## src/rtl/ram_pkg.sv

```systemverilog
// ram_pkg: shared types and constants for the parametrised single-port RAM.
//   state_t         : controller state (idle / clear sweep)
//   RDW_READ_FIRST  : same-address read/write returns the old word
//   RDW_WRITE_FIRST : same-address read/write returns the incoming word
package ram_pkg;

  typedef enum logic {
    ST_IDLE  = 1'b0,
    ST_CLEAR = 1'b1
  } state_t;

  localparam int RDW_READ_FIRST  = 0;
  localparam int RDW_WRITE_FIRST = 1;

endpackage

```

## src/rtl/ram_core.sv

```systemverilog
// ram_core: plain DEPTH x DATA_W storage array with one synchronous write
// port and one registered read port.
//   clk, rst : clock and synchronous active-high reset (read register only)
//   wr_en    : write strobe; wr_addr must already be range-checked
//   wr_addr  : write word address
//   wr_data  : write data
//   rd_en    : load the read register this cycle
//   rd_zero  : force the loaded read word to zero (out-of-range read)
//   rd_addr  : read word address
//   rd_data  : registered read data, holds when rd_en is low
module ram_core
  import ram_pkg::*;
#(
  parameter int DATA_W   = 16,
  parameter int ADDR_W   = 7,
  parameter int DEPTH    = 128,
  parameter int RDW_MODE = RDW_READ_FIRST
) (
  input  logic              clk,
  input  logic              rst,
  input  logic              wr_en,
  input  logic [ADDR_W-1:0] wr_addr,
  input  logic [DATA_W-1:0] wr_data,
  input  logic              rd_en,
  input  logic              rd_zero,
  input  logic [ADDR_W-1:0] rd_addr,
  output logic [DATA_W-1:0] rd_data
);

  logic [DATA_W-1:0] mem [DEPTH];

  // The array itself has no reset; the clear engine in the top level sweeps it.
  always_ff @(posedge clk) begin
    if (wr_en) begin
      mem[wr_addr] <= wr_data;
    end
  end

  // Read-first falls out of non-blocking semantics (mem still holds the old
  // word at this edge); write-first needs the explicit bypass.
  always_ff @(posedge clk) begin
    if (rst) begin
      rd_data <= '0;
    end else if (rd_en) begin
      if (rd_zero) begin
        rd_data <= '0;
      end else if ((RDW_MODE == RDW_WRITE_FIRST) && wr_en && (wr_addr == rd_addr)) begin
        rd_data <= wr_data;
      end else begin
        rd_data <= mem[rd_addr];
      end
    end
  end

endmodule

```

## src/rtl/ram_rw_param.sv

```systemverilog
// ram_rw_param: parametrised single-port program/data RAM with a hardware
// clear engine and a one-cycle read-valid strobe.
//   clk        : clock, all state changes on the rising edge
//   rst        : synchronous active-high reset; starts a full clear sweep
//   read_en    : read request, sampled every cycle
//   write_en   : write request, sampled every cycle
//   addr       : word address for both read and write
//   din        : write data
//   clear_req  : single-cycle request to re-clear the whole array
//   dout       : registered read data
//   dout_valid : high for exactly the cycle dout carries new read data
//   busy       : clear sweep in progress; user accesses are ignored
//
// Handshake: there is no back-pressure. A read accepted at edge N (read_en=1,
// busy=0, clear_req=0) shows up as dout/dout_valid after edge N; a write
// accepted at edge N is visible to a read accepted at edge N+1.
module ram_rw_param
  import ram_pkg::*;
#(
  parameter int                 DATA_W   = 16,
  parameter int                 ADDR_W   = 7,
  parameter int                 DEPTH    = 128,
  parameter int                 RDW_MODE = RDW_READ_FIRST,
  parameter logic [DATA_W-1:0]  INIT_VAL = '0
) (
  input  logic              clk,
  input  logic              rst,
  input  logic              read_en,
  input  logic              write_en,
  input  logic [ADDR_W-1:0] addr,
  input  logic [DATA_W-1:0] din,
  input  logic              clear_req,
  output logic [DATA_W-1:0] dout,
  output logic              dout_valid,
  output logic              busy
);

  // One extra bit so DEPTH == 2**ADDR_W is representable.
  localparam logic [ADDR_W:0]   DEPTH_W   = (ADDR_W+1)'(DEPTH);
  localparam logic [ADDR_W-1:0] LAST_ADDR = ADDR_W'(DEPTH - 1);

  state_t            state, state_nxt;
  logic [ADDR_W-1:0] clr_cnt, clr_cnt_nxt;
  logic              busy_nxt;
  logic              valid_nxt;

  logic              in_range;
  logic              mem_we;
  logic [ADDR_W-1:0] mem_waddr;
  logic [DATA_W-1:0] mem_wdata;
  logic              mem_re;

  assign in_range = ({1'b0, addr} < DEPTH_W);

  always_ff @(posedge clk) begin
    if (rst) begin
      state      <= ST_CLEAR;
      clr_cnt    <= '0;
      busy       <= 1'b1;
      dout_valid <= 1'b0;
    end else begin
      state      <= state_nxt;
      clr_cnt    <= clr_cnt_nxt;
      busy       <= busy_nxt;
      dout_valid <= valid_nxt;
    end
  end

  // Next state plus the write-port mux: the clear engine owns the write port
  // while sweeping, the user owns it in idle.
  always_comb begin
    state_nxt   = state;
    clr_cnt_nxt = clr_cnt;
    busy_nxt    = busy;
    valid_nxt   = 1'b0;
    mem_we      = 1'b0;
    mem_waddr   = addr;
    mem_wdata   = din;
    mem_re      = 1'b0;

    case (state)
      ST_CLEAR: begin
        mem_we    = 1'b1;
        mem_waddr = clr_cnt;
        mem_wdata = INIT_VAL;
        if (clr_cnt == LAST_ADDR) begin
          state_nxt   = ST_IDLE;
          busy_nxt    = 1'b0;
          clr_cnt_nxt = '0;
        end else begin
          clr_cnt_nxt = clr_cnt + 1'b1;
        end
      end
      ST_IDLE: begin
        if (clear_req) begin
          // A user access in the same cycle as the request is dropped.
          state_nxt   = ST_CLEAR;
          clr_cnt_nxt = '0;
          busy_nxt    = 1'b1;
        end else begin
          mem_we    = write_en && in_range;
          mem_re    = read_en;
          valid_nxt = read_en;
        end
      end
      default: begin
        state_nxt = ST_CLEAR;
      end
    endcase

    // Reset wins over everything, including the clear-engine write.
    if (rst) begin
      mem_we = 1'b0;
      mem_re = 1'b0;
    end
  end

  ram_core #(
    .DATA_W   (DATA_W),
    .ADDR_W   (ADDR_W),
    .DEPTH    (DEPTH),
    .RDW_MODE (RDW_MODE)
  ) u_core (
    .clk     (clk),
    .rst     (rst),
    .wr_en   (mem_we),
    .wr_addr (mem_waddr),
    .wr_data (mem_wdata),
    .rd_en   (mem_re),
    .rd_zero (!in_range),
    .rd_addr (addr),
    .rd_data (dout)
  );

endmodule

```

## config.mk

```make
export PLATFORM = sky130hd
export DESIGN_NAME = ram_rw_param
export DESIGN_NICKNAME = d
export VERILOG_FILES = /design/src/rtl/ram_pkg.sv /design/src/rtl/ram_core.sv /design/src/rtl/ram_rw_param.sv
export SDC_FILE = /design/constraint.sdc
export NUM_CORES = 2
export LEC_CHECK = 0
export ABC_CLOCK_PERIOD_IN_PS = 9210
export CORE_UTILIZATION = 25
export CTS_CLUSTER_SIZE = 30
export DETAILED_ROUTE_END_ITERATION = 10
export PLACE_DENSITY = 0.37
export SETUP_SLACK_MARGIN = 0.2
export SLEW_MARGIN = 5
export SYNTH_ARGS = -nofsm -noshare
export SYNTH_HDL_FRONTEND = slang
export SYNTH_SLANG_ARGS = --single-unit
export TNS_END_PERCENT = 5
```

## constraint.sdc

```tcl
create_clock -name clk -period 9.21 [get_ports clk]
set_input_delay 0.921 -clock clk [delete_from_list [all_inputs] [get_ports clk]]
set_output_delay 0.921 -clock clk [all_outputs]
set_load 0.02 [all_outputs]
```

==> metrics.txt <==
CP arrival=5.38 ns; Routed wire per std cell=29.7 µm; leading cell type in the layout, fill and taps excluded=edfxtp_1; Total Wirelength=248,000 µm; Worst-Skew Late Latency=0.92 ns; First DRT Iteration DRCs=3,556; Post-Synthesis Cells=3,728; flops & latches, synth=2,074; Slew Limit Fails=0; worst slack at placement=3.73 ns; multiplexer share of the synthesized area=15.2%; Port-buffer cells=45; most frequent cells in the layout=edfxtp_1 (2,048), mux4_2 (469), clkbuf_16 (231), buf_4 (173), mux2i_1 (154); worst setup margin=4.58 ns; share of cells above drive strength 1=25.9%; initial antenna violation count=16; DP Wirelength=149,000 µm; Hold Buf Count CTS=0; CTS tree=built; Slew @ Worst Pin=1.25 ns; reg2reg setup slack=4.80 ns; CP Max Fanout=41; FFs w/ async S/R, synth=0%; Routability Congestion=0.772; Synth cell types=58; Die X=568 µm; Hold Path Class=flip-flop to flip-flop; chip height=568 µm; Post-Synth Simple-Gate Area=2.54%; Max VDD drop=0.000165 V; Hold Path Depth=2; initial core utilization=25.1%; Synth area leader=edfxtp_1; vias post-DR=38,400; status=finished, final reports clean; Power, Total=19.9 mW; R2R depth=5; IO Count=46; largest net degree at the start of global routing=129; DR pass1 iterations=7; Post-Syn Area=80,000 µm²; synth warn=0; Final #Nets=4,002; DRC=0; total track usage=15.2%; xor/xnor cell area share of the yosys netlist=0%; fin crit period=4.63 ns; Avg Inst Size Synth=21.5 µm²; post-CTS sizing=0; Worst-path clk slew=0.07 ns; area share of the leading cell type in the synthesized netlist=76.9%; R2R Path End=u_core.mem[58][11]; hold_ws=0.527 ns; die area=322,000 µm²; Setup Skew=0.0935 ns; CTS max path bufs=4; Max-Cap Viols=0; core area=318,000 µm²; Power Dens Cells=213 nW/µm²; Mapped Nets=3,757; top_reg_cell synth=edfxtp_1; endpoints failing setup=0; clock root buffer=clkbuf_16; Num CTS Buffers=231; crit start category=input pin; ANT nets after route=0; Hold EP=clr_cnt[2]; largest family of logic cells by synthesized area=multiplexers; number of synthesized flops with an enable pin=2,048; worst min-delay path startpoint=clr_cnt[2]; Worst EP required=9.96 ns; Slew HR=16.8%; top area cells in the synthesized netlist=edfxtp_1 (77%), mux4_2 (13%), mux2i_1 (1.9%); Vias/cell=4.60; Setup CP Type=input pin to flip-flop; Seq/Total Area, Yosys=77.5%; first-pass GRT wire length=343,000 µm; Compound-Gate Fraction of Synth Area=3.07%; RR Startpoint=state; Post-CTS Setup Bufs=0; final hold viol count=0; vias in the first global route=40,000; f_max=216 MHz; Leakage=29.0 nW; grt ovf=0; Critical Path Sink Type=flip-flop; Layout Area Growth over Synthesis=16.8%; clk sinks=2,074; setup TNS=0 ns; share of the cycle needed by the critical path after routing=50.3%; FP Rows=207; RSZ-0062 raised after global routing=no; adder-cell share of the synthesized area=0.0156%; htree depth=4
per-layer routing:
layer	track usage [%]	vias to the layer above	wire [µm]
met5	0	-	0
met4	3.54	0	5250
met3	2.03	277	9810
met2	25.6	833	123000
met1	20.7	21100	110000
li1	-	16200	-
power breakdown:
group	total, mW	switching, mW	internal (mW)
Clock	8.85	3.85	5.00
Combinational	0.793	0.498	0.296
Sequential	10.2	0.00472	10.2
registers in the layout (all words and copies together) (netlist names):
name	flops
u_core.rd_data	16
clr_cnt	7
dout_valid	1
busy	1
u_core.mem	2048
state	1
metrics by stage:
step | std cells | area, µm² | utilization (%)
6_report | 8345 | 93400 | 29.3
5_1_grt | 8338 | 93400 | 29.3
4_1_cts | 8336 | 93400 | 29.3
3_5_place_dp | 7919 | 86300 | 27.1
3_3_place_gp | 7919 | 86300 | 27.1
2_1_floorplan | 3728 | 80000 | -
layout make-up:
cell class / count / area, µm²
Clock buffer: 298 / 6030
Antenna cell: 8 / 20.0
Timing Repair Buffer: 226 / 1920
Fill cell: 30900 / 225000
Multi-Input combinational cell: 1434 / 17100
Sequential cell: 2074 / 62000
Inverter: 6 / 25.0
Tap cell: 4180 / 5230
Clock inverter: 119 / 1080
worst max-delay path by stage:
| stage | start | end | slack (ns) | cells after the start |
|---|---|---|---|---|
| floorplan | state | u_core.mem[0][0] | 4.34 | 4 |
| detailed placement | addr[1] | u_core.rd_data[2] | 3.73 | 9 |
| CTS | state | u_core.mem[106][8] | 4.60 | 5 |
| global route | addr[0] | u_core.rd_data[14] | 4.51 | 10 |
| global placement | addr[1] | u_core.rd_data[2] | 3.69 | 9 |
| finish | addr[0] | u_core.rd_data[14] | 4.58 | 10 |
cell families after synthesis:
| kind of cell | count (synthesis) |
|---|---|
| flip-flops | 2074 |
| AND/OR/NAND/NOR | 447 |
| AO/OA/AOI/OAI | 360 |
| adder cells (fa/ha/maj) | 1 |
| multiplexers | 626 |
| buffers and inverters | 220 |
critical path, stage by stage:
cell and delay, ns:
buf_8 0.36, buf_4 0.61, buf_4 0.76, mux4_2 0.60
nor2b_1 0.16, o311ai_0 0.90, buf_4 0.24, a31oi_1 0.06
o21ai_0 0.50, a311oi_1 0.18
synthesized netlist by cell type (all sizes together) (3+ instances only):
library cell / count
mux2: 3
nand2b: 9
nand3b: 6
edfxtp: 2048
or2: 6
o31ai: 10
nor2: 185
o311ai: 3
a22o: 12
o2111ai: 5
dfxtp: 26
o211ai: 8
a2111oi: 4
mux2i: 154
a311oi: 13
o32ai: 3
a31oi: 10
and3: 6
clkbuf: 73
nand2: 97
o221ai: 17
mux4: 469
nor3: 9
inv: 5
a211o: 3
a221oi: 10
a21oi: 57
or4: 7
nand3: 55
nor2b: 39
a22oi: 71
nor4: 7
or3: 6
nor3b: 3
a211oi: 21
o22ai: 57
buf: 141
o21ai: 46
nand4: 6
and2: 6
Note: power is estimated with default switching activity, not from simulation.
